===== config.mk =====
export PLATFORM = sky130hd
export DESIGN_NAME = student_mult_seq_flat
export DESIGN_NICKNAME = d
export VERILOG_FILES = /design/src/rtl/student_mult_seq_pkg.sv /design/src/rtl/student_mult_seq_if.sv /design/src/rtl/student_alu.sv /design/src/rtl/student_reg16.sv /design/src/rtl/student_mult_seq.sv /design/src/flat_wrapper.sv
export SDC_FILE = /design/constraint.sdc
export NUM_CORES = 1
export LEC_CHECK = 0
export CORE_MARGIN = 1.5
export CORE_UTILIZATION = 49
export CTS_CLUSTER_DIAMETER = 40
export CTS_CLUSTER_SIZE = 14
export DETAILED_ROUTE_END_ITERATION = 8
export PLACE_DENSITY = 0.73
export SETUP_SLACK_MARGIN = 0.1
export SYNTH_ARGS = -nofsm -noshare
export SYNTH_HDL_FRONTEND = slang
export SYNTH_SLANG_ARGS = --single-unit

===== constraint.sdc =====
create_clock -name clk -period 6.27 [get_ports clk]
set_clock_uncertainty 0.1 [all_clocks]
set_input_delay 1.254 -clock clk [delete_from_list [all_inputs] [get_ports clk]]
set_output_delay 1.254 -clock clk [all_outputs]
set_load 0.1 [all_outputs]

===== src/rtl/student_mult_seq_pkg.sv =====
// Shared constants for the shift-and-add multiplier: ALU control words
// and FSM state encodings.
package student_mult_seq_pkg;

   // Control word bit order: zx,nx,zy,ny,f,no
   localparam logic [5:0] ALU_X_PLUS_Y = 6'b000010;
   localparam logic [5:0] ALU_X        = 6'b001010;

   localparam logic [1:0] IDLE = 2'd0;
   localparam logic [1:0] ADD  = 2'd1;
   localparam logic [1:0] DBL  = 2'd2;
   localparam logic [1:0] DONE = 2'd3;

endpackage


===== src/rtl/student_mult_seq_if.sv =====
// start/busy/done handshake and operand/result bus of the multiplier.
// master drives the request, slave is the multiplier.
interface student_mult_seq_if;
   logic        start;
   logic [15:0] a;
   logic [15:0] b;
   logic        busy;
   logic        done;
   logic [15:0] product;
   logic        zr;
   logic        ng;

   modport master (
      output start, a, b,
      input  busy, done, product, zr, ng
   );

   modport slave (
      input  start, a, b,
      output busy, done, product, zr, ng
   );
endinterface


===== src/rtl/student_alu.sv =====
// 16-bit six-control-bit ALU (zx,nx,zy,ny,f,no), purely combinational.
module student_alu (
   input  logic [15:0] x,
   input  logic [15:0] y,
   input  logic        zx,
   input  logic        nx,
   input  logic        zy,
   input  logic        ny,
   input  logic        f,
   input  logic        no,
   output logic [15:0] out,
   output logic        zr,
   output logic        ng
);
   logic [15:0] x1, x2, y1, y2, fo;

   always_comb begin
      x1  = zx ? 16'h0000 : x;
      x2  = nx ? ~x1 : x1;
      y1  = zy ? 16'h0000 : y;
      y2  = ny ? ~y1 : y1;
      fo  = f ? (x2 + y2) : (x2 & y2);
      out = no ? ~fo : fo;
   end

   assign zr = (out == 16'h0000);
   assign ng = out[15];
endmodule


===== src/rtl/student_reg16.sv =====
// 16-bit register with load enable and synchronous active-high reset.
module student_reg16 (
   input  logic        clk,
   input  logic        reset,
   input  logic        load,
   input  logic [15:0] d,
   output logic [15:0] q
);
   always_ff @(posedge clk) begin
      if (reset)
         q <= 16'h0000;
      else if (load)
         q <= d;
   end
endmodule


===== src/rtl/student_mult_seq.sv =====
// Multi-cycle 16x16 (low 16 bits) shift-and-add multiplier on student_alu.
// Define STUDENT_MULT_EARLY_EXIT_EN to stop once the multiplier runs out of ones.
module student_mult_seq (
   input  logic               clk,
   input  logic               reset,
   student_mult_seq_if.slave  bus
);
   import student_mult_seq_pkg::*;

   logic [1:0]  state, nextState;
   logic [3:0]  cnt;
   logic [15:0] acc, mcand, mplier, result;
   logic [15:0] aluX, aluOut;
   logic [5:0]  ctrl;
   logic [1:0]  unusedAluFlags;
   logic        accept, inAdd, inDbl, lastIter;

   assign accept = (state == IDLE) && bus.start;
   assign inAdd  = (state == ADD);
   assign inDbl  = (state == DBL);

`ifdef STUDENT_MULT_EARLY_EXIT_EN
   assign lastIter = (cnt == 4'd15) || (mplier[15:1] == 15'd0);
`else
   assign lastIter = (cnt == 4'd15);
`endif

   // ADD accumulates (or passes acc through), DBL doubles mcand via x+x
   assign aluX = inDbl ? mcand : acc;
   assign ctrl = (inAdd && !mplier[0]) ? ALU_X : ALU_X_PLUS_Y;

   student_alu alu (
      .x   (aluX),
      .y   (mcand),
      .zx  (ctrl[5]),
      .nx  (ctrl[4]),
      .zy  (ctrl[3]),
      .ny  (ctrl[2]),
      .f   (ctrl[1]),
      .no  (ctrl[0]),
      .out (aluOut),
      .zr  (unusedAluFlags[0]),
      .ng  (unusedAluFlags[1])
   );

   student_reg16 accReg (
      .clk   (clk),
      .reset (reset),
      .load  (accept || inAdd),
      .d     (accept ? 16'h0000 : aluOut),
      .q     (acc)
   );

   student_reg16 mcandReg (
      .clk   (clk),
      .reset (reset),
      .load  (accept || inDbl),
      .d     (accept ? bus.a : aluOut),
      .q     (mcand)
   );

   student_reg16 mplierReg (
      .clk   (clk),
      .reset (reset),
      .load  (accept || inDbl),
      .d     (accept ? bus.b : {1'b0, mplier[15:1]}),
      .q     (mplier)
   );

   // Captured on the edge into DONE so product is valid alongside done
   student_reg16 resultReg (
      .clk   (clk),
      .reset (reset),
      .load  (inDbl && lastIter),
      .d     (acc),
      .q     (result)
   );

   always_comb begin
      nextState = state;
      unique case (state)
         IDLE: if (bus.start) nextState = ADD;
         ADD:  nextState = DBL;
         DBL:  nextState = lastIter ? DONE : ADD;
         DONE: nextState = IDLE;
         default: nextState = IDLE;
      endcase
   end

   always_ff @(posedge clk) begin
      if (reset) begin
         state <= IDLE;
         cnt   <= 4'd0;
      end else begin
         state <= nextState;
         if (accept)
            cnt <= 4'd0;
         else if (inDbl && !lastIter)
            cnt <= cnt + 4'd1;
      end
   end

   assign bus.busy    = (state != IDLE);
   assign bus.done    = (state == DONE);
   assign bus.product = result;
   assign bus.zr      = (result == 16'h0000);
   assign bus.ng      = result[15];
endmodule


===== src/flat_wrapper.sv =====
// flat-port wrapper written by rule: the top's interface ports become plain ports
module student_mult_seq_flat import student_mult_seq_pkg::*;
  (clk, reset, bus_start, bus_a, bus_b, bus_busy, bus_done, bus_product, bus_zr, bus_ng);
  student_mult_seq_if bus_i ();
  input  logic clk;
  input  logic reset;
  input wire logic [$bits(bus_i.start)-1:0] bus_start;
  input wire logic [$bits(bus_i.a)-1:0] bus_a;
  input wire logic [$bits(bus_i.b)-1:0] bus_b;
  output wire logic [$bits(bus_i.busy)-1:0] bus_busy;
  output wire logic [$bits(bus_i.done)-1:0] bus_done;
  output wire logic [$bits(bus_i.product)-1:0] bus_product;
  output wire logic [$bits(bus_i.zr)-1:0] bus_zr;
  output wire logic [$bits(bus_i.ng)-1:0] bus_ng;
  assign bus_i.start = bus_start;
  assign bus_i.a = bus_a;
  assign bus_i.b = bus_b;
  assign bus_busy = bus_i.busy;
  assign bus_done = bus_i.done;
  assign bus_product = bus_i.product;
  assign bus_zr = bus_i.zr;
  assign bus_ng = bus_i.ng;
  student_mult_seq u_core (.clk(clk), .reset(reset), .bus(bus_i));
endmodule

==> results by group, run 1 <==
Setup path
  • Crit Path Max Fanout: 26
  • WP data arrival: 3.89 ns
  • Setup CP Type: reg2reg
  • Worst setup EP type: register
  • Worst setup SP type: register
  • R2R cell count: 12
  • Reg-to-Reg End: u_core.mcandReg.q[10]$_SDFFE_PP0P_
  • Reg2Reg Setup Slack: 2.49 ns
  • CP required: 6.38 ns
  • Worst reg2reg startpoint: u_core.state[1]$_SDFFE_PP0P_

Run
  • Max Cap Violations: 0

Hold path
  • Hold Path End: u_core.mplierReg.q[13]$_SDFFE_PP0P_
  • Hold path depth: 2
  • Hold_sp: u_core.mplierReg.q[13]$_SDFFE_PP0P_
  • Min-delay worst type: reg2reg

Floorplan
  • Die area: 8320 sq um
  • Starting Density: 51.5%
  • Ports: 55
  • # rows: 31
  • Core area: 7410 sq um
  • Die H: 91.2 microns
  • Die X: 91.2 microns

Place
  • Dpl cells: 646
  • Gp weighted congestion: 0.912
  • I/O Buffers: 54
  • Pre-CTS setup slack: 2.53 ns
  • DP HPWL: 6760 microns

STA
  • Final Hold Viols: 0
  • Max Slew Vio Count: 0
  • Actual slew at the worst max-slew pin: 0.972 ns
  • Unrepaired setup endpoints after global routing: no
  • Setup WS post-layout: 2.49 ns
  • Relative slew slack: 35.0%
  • Fin crit share: 60.3%
  • Final setup fails: 0
  • Min Tclk post-route: 3.78 ns
  • Setup_tns: 0 ns
  • Final hold slack: 0.364 ns
  • Max Clock Freq: 264 MHz

Yosys
  • Seq/Total Area, Yosys: 36.8%
  • Synth Flop Type: dfxtp_1
  • Synth area leaders: dfxtp_1 (37%), nand2_1 (10%), a21oi_1 (8.0%)
  • Yosys warning total: 0
  • Mapped Area: 3810 sq um
  • Post-synth net total: 568
  • Area share of the largest cell type after synthesis: 36.8%
  • Yosys cell types: 53
  • Yosys reg bits: 70
  • Post-synth EDFFs: 0
  • Synth Area per Inst: 7.39 sq um
  • Synthesized instance count: 516
  • Yosys top cell by area: dfxtp_1
  • Ys async rst share: 0%

Route
  • DRT iter0 DRCs: 249
  • Wirelength, routed: 9480 microns
  • Pre-antenna DRT Iters: 5
  • DR vias/cell: 5.58
  • Via Count: 3695
  • Remaining DRCs: 0
  • Routed Antenna Nets: 0
  • WL per Instance: 14.3 microns

CTS
  • CTS Buf Count: 9
  • Buffer count from post-CTS setup fixing: 0
  • Clk_lat worst skew: 0.35 ns
  • Post_cts resized: 0
  • CTS max path bufs: 2
  • Hold buffers post-CTS: 0
  • Root buffer cell: clkbuf_8
  • CTS tree: yes
  • H-Tree Depth: 3
  • # clock sinks: 70
  • Clk slew on worst S/H paths: 0.07 ns

Global routing
  • Vias in the first global route: 3514
  • All-Layer GR Usage: 23.7%
  • Largest net degree at the start of global routing: 59
  • GRT overflow: 0
  • Global-route wire length before repair: 16000 microns
  • Initial antenna violation count: 0

Final layout
  • Fin nets: 610
  • Area grow syn2layout: 20.0%
  • Finished Layout Cells: 662
  • Layout cells sized above 1: 5.68%
  • Antenna cell count: 0

Run status
  • Status: finished clean

Power
  • Pwr dens: 223 nW/um^2
  • Worst vdd ir: 0.000142 V
  • Total chip power: 1020 uW
  • Leak Pwr: 0.00185 uW
==> critical path, cell delays in order (launching register included) <==
cell and delay, ns:
dfxtp_1 0.30, buf_4 0.21, or2b_2 0.44, nor2_2 0.58, nor2b_1 0.12, ha_1 0.25
fa_1 0.41, a21o_1 0.21, a31oi_2 0.27, o21ai_0 0.20, a21oi_2 0.25, mux2i_1 0.21
o32ai_1 0.08
==> how the worst max path moves through the flow <==
stage,start,end,depth (start not counted)
after global placement,u_core.state[1]$_SDFFE_PP0P_,u_core.mcandReg.q[10]$_SDFFE_PP0P_,12
after global routing,u_core.state[1]$_SDFFE_PP0P_,u_core.mcandReg.q[10]$_SDFFE_PP0P_,12
after floorplan,u_core.resultReg.q[15]$_SDFFE_PP0P_,bus_zr,2
final,u_core.state[1]$_SDFFE_PP0P_,u_core.mcandReg.q[10]$_SDFFE_PP0P_,12
after CTS,u_core.state[1]$_SDFFE_PP0P_,u_core.mcandReg.q[10]$_SDFFE_PP0P_,12
after detailed placement,u_core.state[1]$_SDFFE_PP0P_,u_core.mcandReg.q[10]$_SDFFE_PP0P_,12
==> final cells by class <==
type	count	area, sq um
Multi-Input combinational cell	396	2190
Fill cell	701	2830
Timing Repair Buffer	59	573
Clock buffer	13	159
Sequential cell	70	1400
Tap cell	99	124
Clock inverter	3	42.5
Inverter	22	82.6
==> power by group <==
part / switching (uW) / internal, uW / total, uW / leakage (uW)
logic: 103 / 68.5 / 172 / 0.00118
registers: 12.1 / 466 / 478 / 0.000571
clock network: 164 / 205 / 369 / 0.0000996
total: 280 / 740 / 1020 / 0.00185
==> cells in the mapped netlist (3+ instances only) <==
cell type and n:
a211oi_1 16, nor2_1 65, o211ai_1 5, buf_2 4, buf_4 3, xnor2_1 5, inv_1 21, nand3_1 14
nor2b_1 17, o21ai_0 14, a21oi_1 61, o21ai_1 4, ha_1 16, nor3_1 6, clkbuf_1 16, o22ai_1 7
a222oi_1 3, nor4_1 4, a22oi_1 10, nand2_1 105, nand2b_1 4, xor2_1 9, dfxtp_1 70
==> per-layer routing <==
metal / vias up / track usage [%] / part of all wire (%)
li1: 1859 / - / -
met2: 128 / 39.4 / 46
met1: 1688 / 30.0 / 46
met5: - / 0 / 0
met3: 20 / 5.28 / 6.0
met4: 0 / 8.85 / 1.7
==> cells in the final DEF, fill, tap and decap left out, types with 4 or more instances in the layout <==
cell type          n
xnor2_1            5
clkbuf_8          11
nand3_1           14
clkdlybuf4s50_1   53
dfxtp_1           70
nor2b_1           17
nor2_1            65
nand2_1          105
xor2_1             9
nor3_1             6
buf_4              5
ha_1              16
o211ai_1           5
inv_1             21
nor4_1             4
o21ai_0           14
a211oi_1          16
nand2b_1           4
a21oi_1           61
a22oi_1           10
o22ai_1            7
==> metrics by stage <==
stage                     cell area, sq um  util (%)
after floorplan                       3810         -
after global placement                4370      59.0
after detailed placement              4370      59.0
after CTS                             4570      61.7
after global routing                  4570      61.7
final                                 4570      61.7
==> kinds of logic after synthesis <==
logic type / Yosys count / share of synthesized area (%)
compound gates: 136 / 22.1
xor+xnor: 14 / 3.22
fa+ha+maj: 17 / 5.78
buf+inv: 50 / 5.84
flops: 70 / 36.8
mux: 2 / 0.525
simple gates: 227 / 25.8
==> flip-flops by register name, indices dropped and copies added (netlist names) <==
register and cells:
u_core.accReg.q 16, u_core.mcandReg.q 16, u_core.mplierReg.q 16, u_core.resultReg.q 16, u_core.cnt 4, u_core.state 2
Note: power is estimated with default switching activity, not from simulation.
==> run 2: changes to the inputs <==
==> constraint.sdc (replaced) <==
create_clock -name clk -period 3.7 [get_ports clk]
set_clock_uncertainty 0.1 [all_clocks]
set_input_delay 0.74 -clock clk [delete_from_list [all_inputs] [get_ports clk]]
set_output_delay 0.74 -clock clk [all_outputs]
set_load 0.1 [all_outputs]
==> run 2 against run 1 <==
Net effect: non-clock buffer count up 4; critical path depth down 1; via count up 1.7%; combinational power up 74%; maximum frequency up 16%; first-iteration DRC count down 23%; clock power up 130%; die area unchanged; power up 92%; largest power group is now clock; sequential power up 70%; critical endpoint unchanged; final area up 2.5%; register-to-register slack worse by 2.0 ns.
==> results by group, run 2 (same netlist as run 1, synthesis figures left out) <==
Floorplan
  • Die area: 8320 sq um (unchanged)
  • Core area: 7410 sq um (unchanged)
  • Starting Density: 51.5% (unchanged)
  • Die H: 91.2 microns (unchanged)
  • # rows: 31 (unchanged)
  • Ports: 55 (unchanged)
  • Die X: 91.2 microns (unchanged)

Global routing
  • GR Util met2: 42.5% (+3.2 points)
  • GR Layer Usage met3: 4.36% (-0.92 points)
  • Vias in the first global route: 3571 (+1.6%)
  • Grt met1 use: 32.1% (+2.1 points)
  • Global-route wire length before repair: 17000 microns (+6.1%)
  • Initial antenna violation count: 0 (unchanged)
  • GRT Max-Usage Layer: met2
  • All-Layer GR Usage: 25.2% (+1.4 points)
  • GRT overflow: 0 (unchanged)
  • Largest net degree at the start of global routing: 28 (-53%)

CTS
  • Post_cts resized: 0 (unchanged)
  • Hold buffers post-CTS: 0 (unchanged)
  • CTS tree: yes
  • Buffer count from post-CTS setup fixing: 0 (unchanged)
  • H-Tree Depth: 3 (unchanged)
  • CTS max path bufs: 2 (unchanged)
  • # clock sinks: 70 (unchanged)
  • Clk_lat worst skew: 0.34 ns (about the same)
  • Clk slew on worst S/H paths: 0.07 ns (about the same)
  • CTS Buf Count: 9 (unchanged)
  • Root buffer cell: clkbuf_8

Route
  • Wirelength, routed: 9990 microns (+5.4%)
  • DRT iter0 DRCs: 192 (-23%)
  • DR vias/cell: 5.64 (+1.0%)
  • WL per Instance: 15.0 microns (+4.8%)
  • Remaining DRCs: 0 (unchanged)
  • Routed Antenna Nets: 0 (unchanged)
  • Via Count: 3756 (+1.7%)
  • Pre-antenna DRT Iters: 5 (unchanged)

Power
  • Worst vdd ir: 0.000221 V (+56%)
  • Pwr dens: 417 nW/um^2 (+87%)
  • Sequential power share: 41.5% (-5.4 points)
  • Logic pwr share: 15.3% (-1.5 points)
  • Clock share of power: 43.2% (+7.0 points)
  • Leak Pwr: 0.00192 uW (+3.7%)
  • Switch share: 25.1% (-2.3 points)
  • P_int: 1460 uW (+98%)
  • NetSw: 492 uW (+76%)

STA
  • Final setup fails: 0 (unchanged)
  • Relative slew slack: 35.2% (+0.25 points)
  • Unrepaired setup endpoints after global routing: no
  • Actual slew at the worst max-slew pin: 0.968 ns (-0.00369 ns)
  • Fin crit share: 87.8% (+27 points)
  • Setup_tns: 0 ns (unchanged)
  • Final Hold Viols: 0 (unchanged)
  • Min Tclk post-route: 3.25 ns (-0.536 ns)
  • Max Slew Vio Count: 0 (unchanged)
  • Final hold slack: 0.363 ns (-0.00125 ns)
  • Setup WS post-layout: 0.453 ns (-2.03 ns)
  • Max Clock Freq: 308 MHz (+16%)

Run
  • Max Cap Violations: 0 (unchanged)

Final layout
  • Fin nets: 614 (+0.66%)
  • Antenna cell count: 0 (unchanged)
  • Layout cells sized above 1: 7.23% (+1.5 points)
  • Area grow syn2layout: 23.0%
  • Commonest non-fill, non-tap cell in the layout: nand2_1
  • Most frequent cells in the layout: nand2_1 (105), dfxtp_1 (70), nor2_1 (65)
  • Final core utilization: 63.3% (+1.5 points)

Place
  • Pre-CTS setup slack: 0.558 ns (-1.97 ns)
  • DP HPWL: 7130 microns (+5.5%)
  • I/O Buffers: 54 (unchanged)
  • Gp weighted congestion: 0.938 (+2.9%)

Hold path
  • Hold Path End: u_core.mplierReg.q[2]$_SDFFE_PP0P_
  • Hold_sp: u_core.mplierReg.q[2]$_SDFFE_PP0P_
  • Min-delay worst type: reg2reg
  • Hold path depth: 2 (unchanged)

Setup path
  • Reg-to-Reg End: u_core.mcandReg.q[10]$_SDFFE_PP0P_
  • Reg2Reg Setup Slack: 0.45 ns (-2.03 ns)
  • Crit Path Max Fanout: 15 (-42%)
  • WP data arrival: 3.35 ns (-0.54 ns)
  • CP required: 3.81 ns (-2.57 ns)
  • R2R cell count: 11 (-1)
  • Setup CP Type: reg2reg
  • Worst setup EP type: register
  • Worst setup SP type: register
  • Worst reg2reg startpoint: u_core.state[1]$_SDFFE_PP0P_

Run status
  • Status: finished clean
[run 2: cell type report]
| class | count | area [sq um] |
|---|---|---|
| timing repair buffer | 63 | 608 |
| inverter | 22 | 82.6 |
| clock buffer | 11 | 151 |
| fill | 694 | 2720 |
| tap | 99 | 124 |
| sequential | 70 | 1400 |
| multi-input combinational | 396 | 2190 |
| clock inverter | 5 | 129 |
[run 2: per-stage QoR]
stage	total power, uW	area [sq um]	cells
2_1_floorplan	1020	3810	516
3_3_place_gp	1120	4410	650
3_5_place_dp	1120	4410	650
4_1_cts	1960	4690	666
5_1_grt	2040	4690	666
6_report	1960	4690	666
[run 2: worst max-delay path by stage]
stage | start | to | depth (start not counted)
global route | u_core.state[1]$_SDFFE_PP0P_ | u_core.mcandReg.q[15]$_SDFFE_PP0P_ | 11
finish | u_core.state[1]$_SDFFE_PP0P_ | u_core.mcandReg.q[10]$_SDFFE_PP0P_ | 11
CTS | u_core.state[1]$_SDFFE_PP0P_ | u_core.accReg.q[12]$_SDFFE_PP0P_ | 11
floorplan | u_core.state[1]$_SDFFE_PP0P_ | u_core.mcandReg.q[15]$_SDFFE_PP0P_ | 13
global placement | u_core.state[1]$_SDFFE_PP0P_ | u_core.mcandReg.q[10]$_SDFFE_PP0P_ | 11
detailed placement | u_core.state[1]$_SDFFE_PP0P_ | u_core.accReg.q[12]$_SDFFE_PP0P_ | 11
[run 2: critical path: stages (launching register included)]
cell     delay [ns]
dfxtp_1        0.41
or2b_2         0.48
nor2_2         0.17
buf_4          0.23
nor2b_1        0.07
ha_1           0.38
a211o_1        0.32
a31oi_2        0.22
o21ai_0        0.18
a21oi_2        0.24
mux2i_1        0.21
o32ai_1        0.08
[run 2: layer usage]
| layer | up-vias | share of wire (%) |
|---|---|---|
| met5 | - | 0 |
| met4 | 0 | 1.9 |
| met3 | 19 | 6.0 |
| met2 | 148 | 47 |
| met1 | 1725 | 45 |
| li1 | 1864 | - |
[run 2: power by group through the flow]
stage / clock network [uW] / logic [uW] / registers (uW)
floorplan: 0 / 204 / 820
global placement: 0 / 289 / 827
detailed placement: 0 / 293 / 828
CTS: 854 / 297 / 811
global route: 890 / 332 / 816
finish: 845 / 299 / 811
==> run 3: changes to the inputs <==
--- a/config.mk
+++ b/config.mk
@@ -10,6 +10,8 @@
 export CTS_CLUSTER_DIAMETER = 40
 export CTS_CLUSTER_SIZE = 14
 export DETAILED_ROUTE_END_ITERATION = 8
+export GPL_TIMING_DRIVEN = 0
+export HOLD_SLACK_MARGIN = 0.06
 export PLACE_DENSITY = 0.73
 export SETUP_SLACK_MARGIN = 0.1
 export SYNTH_ARGS = -nofsm -noshare
==> run 3 against run 2 <==
Net effect: critical path depth stayed put; critical endpoint is now u_core.accReg.q[10]$_SDFFE_PP0P_; via count grew 0.64%; sequential share of layout area barely moved; critical path type unchanged; die area unchanged; clock-buffer cell count unchanged; largest cell class unchanged.
==> results by group, run 3 (same netlist as run 1, synthesis figures left out) <==
Run status
  • Status: finished clean

STA
  • Unrepaired setup endpoints after global routing: no
  • Fin crit share: 94.2% (+6.4 points)
  • Final Hold Viols: 0 (unchanged)
  • Min Tclk post-route: 3.48 ns (+0.236 ns)
  • Max Clock Freq: 287 MHz (-6.8%)
  • Setup WS post-layout: 0.216 ns (-0.236 ns)
  • Final setup fails: 0 (unchanged)
  • Actual slew at the worst max-slew pin: 0.973 ns (+0.00513 ns)
  • Relative slew slack: 34.9% (-0.34 points)
  • Max Slew Vio Count: 0 (unchanged)
  • Setup_tns: 0 ns (unchanged)

Global routing
  • Vias in the first global route: 3580 (+0.25%)
  • Global-route wire length before repair: 16800 microns (-0.94%)
  • Initial antenna violation count: 0 (unchanged)
  • All-Layer GR Usage: 25.3% (+0.084 points)
  • GRT overflow: 0 (unchanged)
  • Largest net degree at the start of global routing: 13 (-54%)

Power
  • Leak Pwr: 0.00191 uW (-0.64%)
  • Worst vdd ir: 0.000175 V (-21%)
  • Pwr dens: 372 nW/um^2 (-11%)
  • Total chip power: 1750 uW (-11%)

CTS
  • Hold buffers post-CTS: 0 (unchanged)
  • CTS max path bufs: 2 (unchanged)
  • CTS tree: yes
  • Clk_lat worst skew: 0.34 ns (about the same)
  • H-Tree Depth: 3 (unchanged)
  • Clk slew on worst S/H paths: 0.07 ns (about the same)
  • Root buffer cell: clkbuf_8
  • # clock sinks: 70 (unchanged)
  • Post_cts resized: 0 (unchanged)
  • CTS Buf Count: 9 (unchanged)
  • Buffer count from post-CTS setup fixing: 0 (unchanged)

Setup path
  • Crit Path Max Fanout: 7 (-8)
  • Worst setup EP type: register
  • Reg2Reg Setup Slack: 0.22 ns (-0.24 ns)
  • CP required: 3.83 ns (+0.02 ns)
  • Worst reg2reg startpoint: u_core.state[0]$_SDFFE_PP0P_
  • Setup CP Type: reg2reg
  • R2R cell count: 11 (unchanged)
  • Reg-to-Reg End: u_core.accReg.q[10]$_SDFFE_PP0P_
  • WP data arrival: 3.61 ns (+0.26 ns)
  • Worst setup SP type: register

Route
  • Pre-antenna DRT Iters: 6 (+1)
  • Wirelength, routed: 10100 microns (+1.3%)
  • Via Count: 3780 (+0.64%)
  • Remaining DRCs: 0 (unchanged)
  • Routed Antenna Nets: 0 (unchanged)
  • DRT iter0 DRCs: 254 (+32%)
  • WL per Instance: 14.8 microns (-1.5%)
  • DR vias/cell: 5.52 (-2.2%)

Hold path
  • Hold path depth: 2 (unchanged)
  • Hold_sp: u_core.mplierReg.q[6]$_SDFFE_PP0P_
  • Min-delay worst type: reg2reg
  • Hold Path End: u_core.mplierReg.q[6]$_SDFFE_PP0P_

Run
  • Max Cap Violations: 0 (unchanged)

Floorplan
  • Ports: 55 (unchanged)
  • Die H: 91.2 microns (unchanged)
  • Die area: 8320 sq um (unchanged)
  • Core area: 7410 sq um (unchanged)
  • Starting Density: 51.5% (unchanged)
  • Die X: 91.2 microns (unchanged)
  • # rows: 31 (unchanged)

Place
  • Placed inst area: 4480 sq um (+1.6%)
  • Gp weighted congestion: 0.869 (-7.3%)
  • DP HPWL: 7670 microns (+7.5%)
  • Pre-CTS setup slack: 0.253 ns (-0.304 ns)
  • I/O Buffers: 54 (unchanged)
  • Dpl cells: 669 (+2.9%)

Final layout
  • Final Cell Area: 4690 sq um (about the same)
  • Layout cells sized above 1: 7.17% (-0.064 points)
  • Finished Layout Cells: 685 (+2.9%)
  • Most frequent cells in the layout: nand2_1 (105), dfxtp_1 (70), nor2_1 (64)
  • Area grow syn2layout: 22.9% (about the same)
  • Antenna cell count: 0 (unchanged)
  • Fin nets: 633 (+3.1%)
  • Commonest non-fill, non-tap cell in the layout: nand2_1
-- run 3: cell types whose count changed in the layout (fill, tap and decap cells not counted), moves of 2 or more --
cell / change
clkbuf_1: +13
bufinv_16: -3
clkinvlp_4: +2
buf_2: +3
buf_4: -8
clkdlybuf4s50_1: +4
clkbuf_2: +6
-- run 3: cell type report --
cell class,count,area (sq um)
plain buffers,28,146
clock buffers,11,141
clock inverters,5,58.8
fillers,689,2720
inverters,22,82.6
multi-input cells,396,2190
flip-flops and latches,70,1400
well taps,99,124
repair buffers,54,541
-- run 3: how the worst max path moves through the flow --
stage	start	end	slack (ns)	cells past startpoint
6_report	u_core.state[0]$_SDFFE_PP0P_	u_core.accReg.q[10]$_SDFFE_PP0P_	0.22	11
4_1_cts	u_core.state[0]$_SDFFE_PP0P_	u_core.mcandReg.q[15]$_SDFFE_PP0P_	0.24	12
2_1_floorplan	u_core.state[1]$_SDFFE_PP0P_	u_core.mcandReg.q[15]$_SDFFE_PP0P_	0.82	13
5_1_grt	u_core.state[0]$_SDFFE_PP0P_	u_core.accReg.q[10]$_SDFFE_PP0P_	0.13	11
3_5_place_dp	u_core.state[0]$_SDFFE_PP0P_	u_core.mcandReg.q[15]$_SDFFE_PP0P_	0.25	12
3_3_place_gp	u_core.state[1]$_SDFFE_PP0P_	u_core.accReg.q[10]$_SDFFE_PP0P_	0.29	13
-- run 3: where the power goes --
| part | leakage, uW | internal (uW) | total, uW | switching (uW) |
|---|---|---|---|---|
| Combinational | 0.00124 | 123 | 307 | 183 |
| Clock | 0.0000955 | 330 | 628 | 298 |
| Sequential | 0.000571 | 789 | 810 | 20.9 |
-- run 3: routing by layer --
metal / up-vias / track usage, % / share of wire, %
li1: 1907 / - / -
met1: 1734 / 32.3 / 46
met2: 126 / 42.7 / 47
met3: 13 / 4.61 / 6.1
met4: 0 / 8.20 / 1.2
met5: - / 0 / 0
-- run 3: worst max-delay path: stages (launching register included) --
cell and delay [ns]:
dfxtp_1 0.47, or2b_2 0.38, nor2_2 0.30, nor2b_1 0.09
ha_1 0.23, fa_1 0.42, a21o_1 0.22, a31oi_2 0.27
o21ai_0 0.21, a21oi_2 0.26, mux2i_1 0.33, o21ai_1 0.08
-- run 3: metrics by stage --
| step | hold slack (ns) | utilization [%] |
|---|---|---|
| final | 0.364 | 63.2 |
| after global routing | 0.388 | 63.2 |
| after CTS | 0.367 | 63.1 |
| after detailed placement | 0.356 | 60.4 |
| after global placement | 0.351 | 60.4 |
| after floorplan | 0.337 | - |
